<file path="src/rtl/fib_arbiter_pkg.sv">
// Shared encodings and widths for the Fibonacci-unit arbiter.
// The result is 20 bits wide and the index 5 bits wide.
package fib_arbiter_pkg;

    localparam int unsigned FIB_IW = 5;
    localparam int unsigned FIB_RW = 20;
    localparam int unsigned WDOG_W = 8;
    localparam int unsigned ST_W   = 2;

    localparam logic [ST_W-1:0] ST_IDLE  = 2'b00;
    localparam logic [ST_W-1:0] ST_ISSUE = 2'b01;
    localparam logic [ST_W-1:0] ST_WAIT  = 2'b10;
    localparam logic [ST_W-1:0] ST_RESP  = 2'b11;

    typedef logic [FIB_IW-1:0] fib_idx_t;
    typedef logic [FIB_RW-1:0] fib_res_t;

endpackage

</file>
<file path="src/rtl/fib_arbiter_rr_pick.sv">
// Combinational round-robin picker: first set request scanning upward
// (mod NREQ) from the slot after last_grant.
module fib_arbiter_rr_pick #(
    parameter int unsigned NREQ = 4,
    parameter int unsigned IDW  = 2
) (
    input  logic [NREQ-1:0] req,
    input  logic [IDW-1:0]  last_grant,
    output logic            any_req,
    output logic [IDW-1:0]  winner
);

    int unsigned    pos;
    logic [IDW-1:0] sel;
    logic           found;

    always_comb begin
        any_req = |req;
        winner  = '0;
        found   = 1'b0;
        pos     = 0;
        sel     = '0;
        for (int unsigned k = 1; k <= NREQ; k++) begin
            pos = (32'(last_grant) + k) % NREQ;
            sel = IDW'(pos);
            if (!found && req[sel]) begin
                found  = 1'b1;
                winner = sel;
            end
        end
    end

endmodule

</file>
<file path="src/rtl/fib_arbiter.sv">
// Round-robin sequencer sharing one Fibonacci FSMD among NREQ requesters,
// with a watchdog that aborts a transaction when the unit never finishes.
module fib_arbiter
    import fib_arbiter_pkg::*;
#(
    parameter int unsigned NREQ    = 4,
    parameter int unsigned IDW     = 2,
    parameter int unsigned TIMEOUT = 64
) (
    input  logic                   clk_amisha,
    input  logic                   reset_n_amisha,
    input  logic [NREQ-1:0]        req_amisha,
    input  logic [NREQ*FIB_IW-1:0] req_i_amisha,
    output logic [NREQ-1:0]        ack_amisha,
    output logic [FIB_RW-1:0]      result_amisha,
    output logic [IDW-1:0]         result_id_amisha,
    output logic                   busy_amisha,
    output logic                   err_tick_amisha,
    output logic                   fib_start_amisha,
    output logic [FIB_IW-1:0]      fib_i_amisha,
    input  logic                   fib_ready_amisha,
    input  logic                   fib_done_tick_amisha,
    input  logic [FIB_RW-1:0]      fib_f_amisha
);

    logic [ST_W-1:0]   state;
    logic [ST_W-1:0]   state_nx;
    logic [IDW-1:0]    cur_id;
    fib_idx_t          cur_i;
    logic [IDW-1:0]    last_grant;
    logic [WDOG_W-1:0] wdog;

    logic              any_req;
    logic [IDW-1:0]    win_id;
    fib_idx_t          win_i;
    logic              timeout_hit;

    fib_arbiter_rr_pick #(
        .NREQ (NREQ),
        .IDW  (IDW)
    ) u_pick (
        .req        (req_amisha),
        .last_grant (last_grant),
        .any_req    (any_req),
        .winner     (win_id)
    );

    // Index of the current winner from the packed index bus
    always_comb begin
        win_i = '0;
        for (int k = 0; k < int'(NREQ); k++) begin
            if (win_id == IDW'(k)) begin
                win_i = req_i_amisha[k*FIB_IW +: FIB_IW];
            end
        end
    end

    assign timeout_hit = (wdog == WDOG_W'(TIMEOUT - 1));

    always_ff @(posedge clk_amisha or negedge reset_n_amisha) begin
        if (!reset_n_amisha) begin
            state <= ST_IDLE;
        end else begin
            state <= state_nx;
        end
    end

    // Next state plus the three state-decoded pulse outputs; done beats timeout
    always_comb begin
        state_nx         = state;
        fib_start_amisha = 1'b0;
        err_tick_amisha  = 1'b0;
        ack_amisha       = '0;
        case (state)
            ST_IDLE: begin
                if (any_req && fib_ready_amisha) begin
                    state_nx = ST_ISSUE;
                end
            end
            ST_ISSUE: begin
                fib_start_amisha = 1'b1;
                state_nx         = ST_WAIT;
            end
            ST_WAIT: begin
                if (fib_done_tick_amisha) begin
                    state_nx = ST_RESP;
                end else if (timeout_hit) begin
                    err_tick_amisha = 1'b1;
                    state_nx        = ST_IDLE;
                end
            end
            ST_RESP: begin
                ack_amisha = NREQ'(1) << cur_id;
                state_nx   = ST_IDLE;
            end
            default: state_nx = ST_IDLE;
        endcase
    end

    // Transaction latches, watchdog, round-robin pointer and registered outputs
    always_ff @(posedge clk_amisha or negedge reset_n_amisha) begin
        if (!reset_n_amisha) begin
            cur_id           <= '0;
            cur_i            <= '0;
            last_grant       <= IDW'(NREQ - 1);
            wdog             <= '0;
            result_amisha    <= '0;
            result_id_amisha <= '0;
            busy_amisha      <= 1'b0;
            fib_i_amisha     <= '0;
        end else begin
            if (state == ST_IDLE && state_nx == ST_ISSUE) begin
                cur_id <= win_id;
                cur_i  <= win_i;
            end
            if (state == ST_ISSUE) begin
                wdog <= '0;
            end else if (state == ST_WAIT) begin
                wdog <= wdog + WDOG_W'(1);
            end
            if (state == ST_WAIT && fib_done_tick_amisha) begin
                result_amisha    <= fib_f_amisha;
                result_id_amisha <= cur_id;
            end
            if (state == ST_RESP || err_tick_amisha) begin
                last_grant <= cur_id;
            end
            busy_amisha <= (state_nx != ST_IDLE);
            if (state_nx == ST_IDLE) begin
                fib_i_amisha <= '0;
            end else if (state == ST_IDLE) begin
                fib_i_amisha <= win_i;
            end else begin
                fib_i_amisha <= cur_i;
            end
        end
    end

endmodule

</file>
<file path="config.mk">
export PLATFORM = sky130hd
export DESIGN_NAME = fib_arbiter
export DESIGN_NICKNAME = d
export VERILOG_FILES = /design/src/rtl/fib_arbiter_pkg.sv /design/src/rtl/fib_arbiter_rr_pick.sv /design/src/rtl/fib_arbiter.sv
export SDC_FILE = /design/constraint.sdc
export NUM_CORES = 1
export LEC_CHECK = 0
export ABC_AREA = 1
export CAP_MARGIN = 25
export CORE_MARGIN = 1
export CORE_UTILIZATION = 42
export CTS_CLUSTER_DIAMETER = 40
export DETAILED_ROUTE_END_ITERATION = 12
export GPL_ROUTABILITY_DRIVEN = 1
export GPL_TIMING_DRIVEN = 0
export HOLD_SLACK_MARGIN = 0.1
export PLACE_DENSITY = 0.75
export SLEW_MARGIN = 5
export SYNTH_ARGS = -nofsm -noshare
export SYNTH_HDL_FRONTEND = slang
export SYNTH_SLANG_ARGS = --single-unit
export TNS_END_PERCENT = 50
</file>
<file path="constraint.sdc">
create_clock -name clk_amisha -period 1.7 [get_ports clk_amisha]
set_input_delay 0.34 -clock clk_amisha [delete_from_list [all_inputs] [get_ports clk_amisha]]
set_output_delay 0.34 -clock clk_amisha [all_outputs]
set_load 0.005 [all_outputs]
</file>
After elaboration in Yosys (flattened, before gate mapping) --
Cells that the tools add are included.
Operators by class: $add $sub $neg 5, $mul 0, div/mod/pow operators 0, $lt $le $gt $ge 4, equal/unequal tests 8, shift operators 1, muxes and demuxes 32, bitwise logic cells 0, reduce and logical (&&, ||, !) cells 16
Operators with widths (count):
- 5-bit two-way mux | 6
- 8-bit two-way mux | 2
- 2-bit two-way mux | 7
- 2-bit by 3-bit less-than comparator with 1-bit output (second input constant) | 4
- 1-bit two-way mux | 11
- 8-bit by 1-bit adder with 8-bit output (second input constant) | 1
- 1-bit binary-select mux with 2-bit select | 4
- 2-bit equality test (second input constant) | 4
- 8-bit by 6-bit equality test with 1-bit output (second input constant) | 1
- 2-bit case mux with 4 select lines | 1
- 2-bit by 1-bit equality test with 1-bit output (second input constant) | 3
- 1-bit logical AND | 6
- 2-bit logical NOT | 3
- 2-bit by 1-bit adder with 2-bit output (second input constant) | 2
- 2-bit adder (second input constant) | 2
- 4-bit two-way mux | 1
- 2-bit nonzero test | 2
- 4-bit OR reduction | 1
- 1-bit by 2-bit left shift with 4-bit output (first input constant) | 1
- 1-bit logical NOT | 3
- 1-bit logical OR | 1
Storage, ports and cells: register bits 47, bits in latches 0, memory bits (writable) 0, bits in read-only memories 0, input bits 48, logic and storage cells 75, memories kept 0

Logic depth before layout (Yosys ltp) --
depth in word-level cells 20, depth in mapped cells 17, depth with buffers taken out 16

Cells and area by module --
A second synthesis with hierarchy kept.
Unflattened totals: cell total of the unflattened synthesis 294, area, all modules 2562.5 µm²
Modules (own cells, without submodules):
- fib_arbiter | times used 1, cells each 244, area an instance 2260.9 µm², seq. area each 1178.6 µm²
- fib_arbiter_rr_pick | times used 1, cells each 50, area an instance 301.5 µm², seq. area each 0.0 µm²

Least setup slack after synthesis --
Ideal clock, no wire load.
path type reg-to-reg, start register last_grant[0], end register fib_i_amisha[0], data arrival time 1.704 ns, data required time 1.587 ns, setup slack -0.117 ns, cell stages (with the launch flop) 16, path buffers 1, clock period less this slack 1.817 ns, cells stage by stage dfstp_2 buf_6 inv_6 nand2_4 nand2_2 nand2_1 nand2_2 nor2_8 nand2_4 nor2_4 nor2_4 or2_0 nand2_1 nand3_1 nand2_1 inv_1
Between the ends: cells in the longest elaborated chain, start to end 20, elaborated cells on any way between the ends 35, classes of those cells add/sub (4); eq/ne (3); mux (21); reduce/logical (7)
RTL lines:
- start, declared | RTL line fib_arbiter.sv:30 | logic [IDW-1:0] last_grant;
- start signal, assigned | RTL line fib_arbiter.sv:105 | last_grant <= IDW'(NREQ - 1);
- start signal, assigned | RTL line fib_arbiter.sv:126 | last_grant <= cur_id;
- 2-bit by 1-bit adder with 2-bit output | RTL line fib_arbiter_rr_pick.sv:24 | pos = (32'(last_grant) + k) % NREQ;
- 1-bit binary-select mux with 2-bit select | RTL line fib_arbiter_rr_pick.sv:26 | if (!found && req[sel]) begin
- 1-bit two-way mux (implied by the code) | RTL line fib_arbiter_rr_pick.sv:26
- 1-bit two-way mux | RTL line fib_arbiter_rr_pick.sv:26
- 1-bit logical NOT | RTL line fib_arbiter_rr_pick.sv:26
- 1-bit logical AND | RTL line fib_arbiter_rr_pick.sv:26
- 1-bit two-way mux | RTL line fib_arbiter_rr_pick.sv:26
- 1-bit logical NOT | RTL line fib_arbiter_rr_pick.sv:26
- [... 2 more ...]
- 1-bit logical NOT | RTL line fib_arbiter_rr_pick.sv:26
- 1-bit logical AND | RTL line fib_arbiter_rr_pick.sv:26
- 2-bit two-way mux * | RTL line fib_arbiter_rr_pick.sv:26
- 2-bit logical NOT | RTL line fib_arbiter.sv:52 | if (win_id == IDW'(k)) begin
- 5-bit two-way mux (3 in series) | RTL line fib_arbiter.sv:52
- 5-bit two-way mux * | RTL line fib_arbiter.sv:52
- 5-bit two-way mux * | RTL line fib_arbiter.sv:131 | end else if (state == ST_IDLE) begin
- 5-bit two-way mux * | RTL line fib_arbiter.sv:129 | if (state_nx == ST_IDLE) begin
- end signal, assigned | RTL line fib_arbiter.sv:132 | fib_i_amisha <= win_i;
- end signal, assigned | RTL line fib_arbiter.sv:134 | fib_i_amisha <= cur_i;
- end, declared | RTL line fib_arbiter.sv:20 | output logic [FIB_IW-1:0] fib_i_amisha,
Every way passes the cells marked *; elsewhere a longest branch is shown, timed or not. The select of a mux whose other input is x is not followed. A chain may end at the register's enable or synchronous reset.

Worst setup path after layout --
start register last_grant[0], end register cur_id[0]
Between the ends: cells in the longest elaborated chain, start to end 13, elaborated cells on any way between the ends 25, classes of those cells add/sub (4); mux (15); reduce/logical (6)
RTL lines:
- 2-bit by 1-bit adder with 2-bit output | RTL line fib_arbiter_rr_pick.sv:24
- 1-bit binary-select mux with 2-bit select | RTL line fib_arbiter_rr_pick.sv:26
- 1-bit two-way mux (implied by the code) | RTL line fib_arbiter_rr_pick.sv:26
- 1-bit two-way mux | RTL line fib_arbiter_rr_pick.sv:26
- 1-bit logical NOT | RTL line fib_arbiter_rr_pick.sv:26
- 1-bit logical AND | RTL line fib_arbiter_rr_pick.sv:26
- 1-bit two-way mux | RTL line fib_arbiter_rr_pick.sv:26
- 1-bit logical NOT | RTL line fib_arbiter_rr_pick.sv:26
- 1-bit logical AND | RTL line fib_arbiter_rr_pick.sv:26
- 1-bit two-way mux | RTL line fib_arbiter_rr_pick.sv:26
- 1-bit logical NOT | RTL line fib_arbiter_rr_pick.sv:26
- 1-bit logical AND | RTL line fib_arbiter_rr_pick.sv:26
- 2-bit two-way mux * | RTL line fib_arbiter_rr_pick.sv:26
- end signal, assigned | RTL line fib_arbiter.sv:113 | cur_id <= win_id;
- end, declared | RTL line fib_arbiter.sv:28 | logic [IDW-1:0] cur_id;
Marked as above.

==> metrics.md <==
| Metric | Value |
|---|---|
| Status | `complete, but fails checks` |
| Failing checks | `setup timing` |
| Global-route wire length before repair | `10140 µm` |
| YS warnings | `0` |
| Post-DRT Antenna Nets | `0` |
| Count of cell types in the netlist | `34` |
| Gr ovfl total | `0` |
| Commonest cells after routing, fill and taps aside | `119 x nand2_1, 74 x clkdlybuf4s50_1, 44 x dfrtp_1` |
| DR vias | `2453` |
| Least-Margin Pin Slew | `0.4360 ns` |
| Max-cap viol count | `0` |
| Tot Pwr | `7.504 mW` |
| Most common cell after layout, fill and taps aside | `nand2_1` |
| Setup tns final | `-4.195 ns` |
| CP max-delay cell | `dfstp_2` |
| Largest net degree at the start of global routing | `39` |
| Dpl hpwl | `4433 µm` |
| Worst IR Drop VDD | `1162 µV` |
| Synth area leaders | `dfrtp_1 44%, nand2_1 20%, inv_1 3.7%` |
| Post-synthesis cell area | `0.002549 mm²` |
| GPL Wtd Cong | `0.8079` |
| Row cnt | `28` |
| Ordered list of cells on the worst path | `buf_8 -> inv_8 -> nand2_4 -> nand2_4 -> nand2_4 -> nand2_4 -> nor2_8 -> nand2_4 -> nand3_2 -> nand2_4 -> buf_4 -> buf_4 -> buf_4 -> nand2_1 -> o21ai_0` |
| Worst Path Required | `1.88 ns` |
| Clock Sinks | `47` |
| CP Launch Type | `flip-flop` |
| Clk_skew | `0.01533 ns` |
| Slew Viols, Final | `0` |
| Final hold violation count | `0` |
| Core Area | `0.005886 mm²` |
| CTS clk-pin slew, worst paths | `0.08 ns` |
| Clk buf depth | `2` |
| Fmax achieved | `0.4873 GHz` |
| IO Count | `82` |
| Synthesized Nets | `382` |
| Drt first pass iters | `4` |
| Die area | `0.006384 mm²` |
| H-Tree Level Count | `2` |
| Seq/Total Area, Yosys | `0.4624` |
| Post-route setup slack | `-0.3523 ns` |
| Routed WL per cell | `12.68 µm` |
| TritonCTS clock tree | `built` |
| Vias per cell | `4.754` |
| DRC | `0` |
| Initial antenna violation count | `0` |
| Type of the worst setup path | `flip-flop to flip-flop` |
| Initial Utilization | `0.4330` |
| Area fraction of the dominant cell type after synthesis | `0.4418` |
| ANT cells | `0` |
| RSZ-0062 raised after global routing | `true` |
| Top cell type by total area after synthesis | `dfrtp_1` |
| Clock Latency Late Sink | `0.31 ns` |
| #FFs+latches synth | `47` |
| GRT Resource Usage Total | `0.2005` |
| Reg area | `0.001180 mm²` |
| CP arrival | `2.23 ns` |
| Largest stage delay, worst path | `0.56 ns` |
| Cts bufs inserted | `5` |
| Type of the worst min-delay path | `input pin to async pin` |
| Final WL | `6543 µm` |
| Total power divided by cell area | `1884 mW/mm²` |
| Rel. slew slack | `0.7093` |
| Die width | `79.90 µm` |
| Number of synthesized flops with an enable pin | `0` |
| I/O Buffers | `81` |
| Fill cells | `515` |
| Detailed Route Iter0 Violations | `137` |
| LEAKAGE | `1.977 nW` |
| Crit-path most repeated cell | `nand2_4` |
| Final setup violation count | `15` |
| Fin crit period | `2.052 ns` |
| Ys async rst share | `1.000` |
| Die Y | `79.90 µm` |
| Reg2Reg Setup Slack | `-0.35 ns` |
| Cells after Synth | `328` |
| CP Capture Type | `flip-flop` |
| # nets final | `494` |
| Area Growth Syn to Fin | `56.26%` |
| Main flop type after synthesis | `dfrtp_1` |
| Mean post-synth cell area | `7.770 µm²` |
| Vias in the first global route | `2254` |
| Fin crit share | `1.207` |
| CP Max Fanout | `9` |
| Multi-input gate area | `0.001459 mm²` |
| Share of cells above drive strength 1 | `0.2290` |
| Clk root buf | `clkbuf_8` |
[where the power goes]
group / switching [mW] / leakage [nW] / total (mW) / internal (mW)
sequential: 0.289 / 0.592 / 1.90 / 1.61
combinational: 2.67 / 1.34 / 4.89 / 2.22
clock: 0.386 / 0.0474 / 0.718 / 0.332
[synth_stat cells, types with 2 or more instances]
cell        n
nor3_1      8
inv_1      25
nor2_4      2
nand2_2     8
nand2_4     7
or2_0       5
nand4_1     3
dfstp_2     2
nand3_1    16
dfrtp_1    45
clkbuf_1    4
nor2_1     17
inv_2       3
o21ai_0    16
nand2_1   133
o21ai_1     6
ha_1        6
a21oi_1     6
[critical path: cells and delay by family, from the launching register on]
family	cells	cell delay, ns
AND/OR/NAND/NOR	9	0.72
buffers and inverters	5	0.59
flip-flops	1	0.56
AO/OA/AOI/OAI	1	0.06
[layer usage]
metal,track usage,share of wire,vias to the layer above
met3,0.05143,0.062,9
met2,0.3496,0.49,70
li1,-,-,1264
met5,0,0,-
met1,0.2502,0.43,1110
met4,0.03929,0.012,0
[final timing paths]
kind	from	end	depth (start not counted)
setup / recovery	last_grant[0]	cur_id[0]	15
hold / removal	reset_n_amisha	wdog[5]	2
setup reg to reg	last_grant[0]	cur_id[0]	15
hold reg to reg	wdog[5]	wdog[5]	1
max in group asynchronous	reset_n_amisha	last_grant[0]	3
min in group clk_amisha	wdog[5]	wdog[5]	1
[final cells by class]
| class | count | share of cell area |
|---|---|---|
| Buffer | 6 | 0.009425 |
| Clock buffer | 6 | 0.02074 |
| Clock inverter | 2 | 0.004084 |
| Inverter | 29 | 0.02985 |
| Multi-Input combinational cell | 249 | 0.3663 |
| Sequential cell | 47 | 0.2963 |
| Tap cell | 75 | 0.02356 |
| Timing Repair Buffer | 102 | 0.2498 |
[cells by family (layout without fill, tap and decap cells)]
| logic type | count (synthesis) | count (layout) | synth area share |
|---|---|---|---|
| AO/OA/AOI/OAI | 33 | 34 | 0.07414 |
| XOR/XNOR | 1 | 1 | 0.003437 |
| buffers and inverters | 35 | 145 | 0.05694 |
| AND/OR/NAND/NOR | 206 | 208 | 0.3736 |
| adder cells (fa/ha/maj) | 6 | 6 | 0.02945 |
| flip-flops | 47 | 47 | 0.4624 |
[stage by stage]
| stage | hold WS [ns] | cell area (µm²) | setup WS, ns | util | instances |
|---|---|---|---|---|---|
| 2_1_floorplan | 0.04441 | 2594 | -0.08745 | - | 328 |
| 3_3_place_gp | 0.4460 | 3498 | -0.9810 | 0.5944 | 484 |
| 6_report | 0.4315 | 3983 | -0.3523 | 0.6767 | 516 |
| 4_1_cts | 0.4338 | 3781 | -0.2676 | 0.6424 | 506 |
| 3_5_place_dp | 0.2216 | 3513 | -0.6111 | 0.5969 | 485 |
| 5_1_grt | 0.4472 | 3983 | -0.4572 | 0.6767 | 516 |
[flip-flops by register name, indices dropped and copies added, names as in the netlist]
name,cells
busy_amisha,1
cur_i,5
cur_id,2
fib_i_amisha,5
last_grant,2
result_amisha,20
result_id_amisha,2
state,2
wdog,8
[timing repair]
action | CTS | global route
pin swaps | 8 | 25
gates cloned | 2 | 2
buffers inserted | 10 | 8
endpoints found under the hold margin | 9 | 0
gates resized for setup | 26 | 40
hold buffers | 1 | 0
endpoints found under the setup margin | 41 | 44
Power figures use the tool's default switching activity.
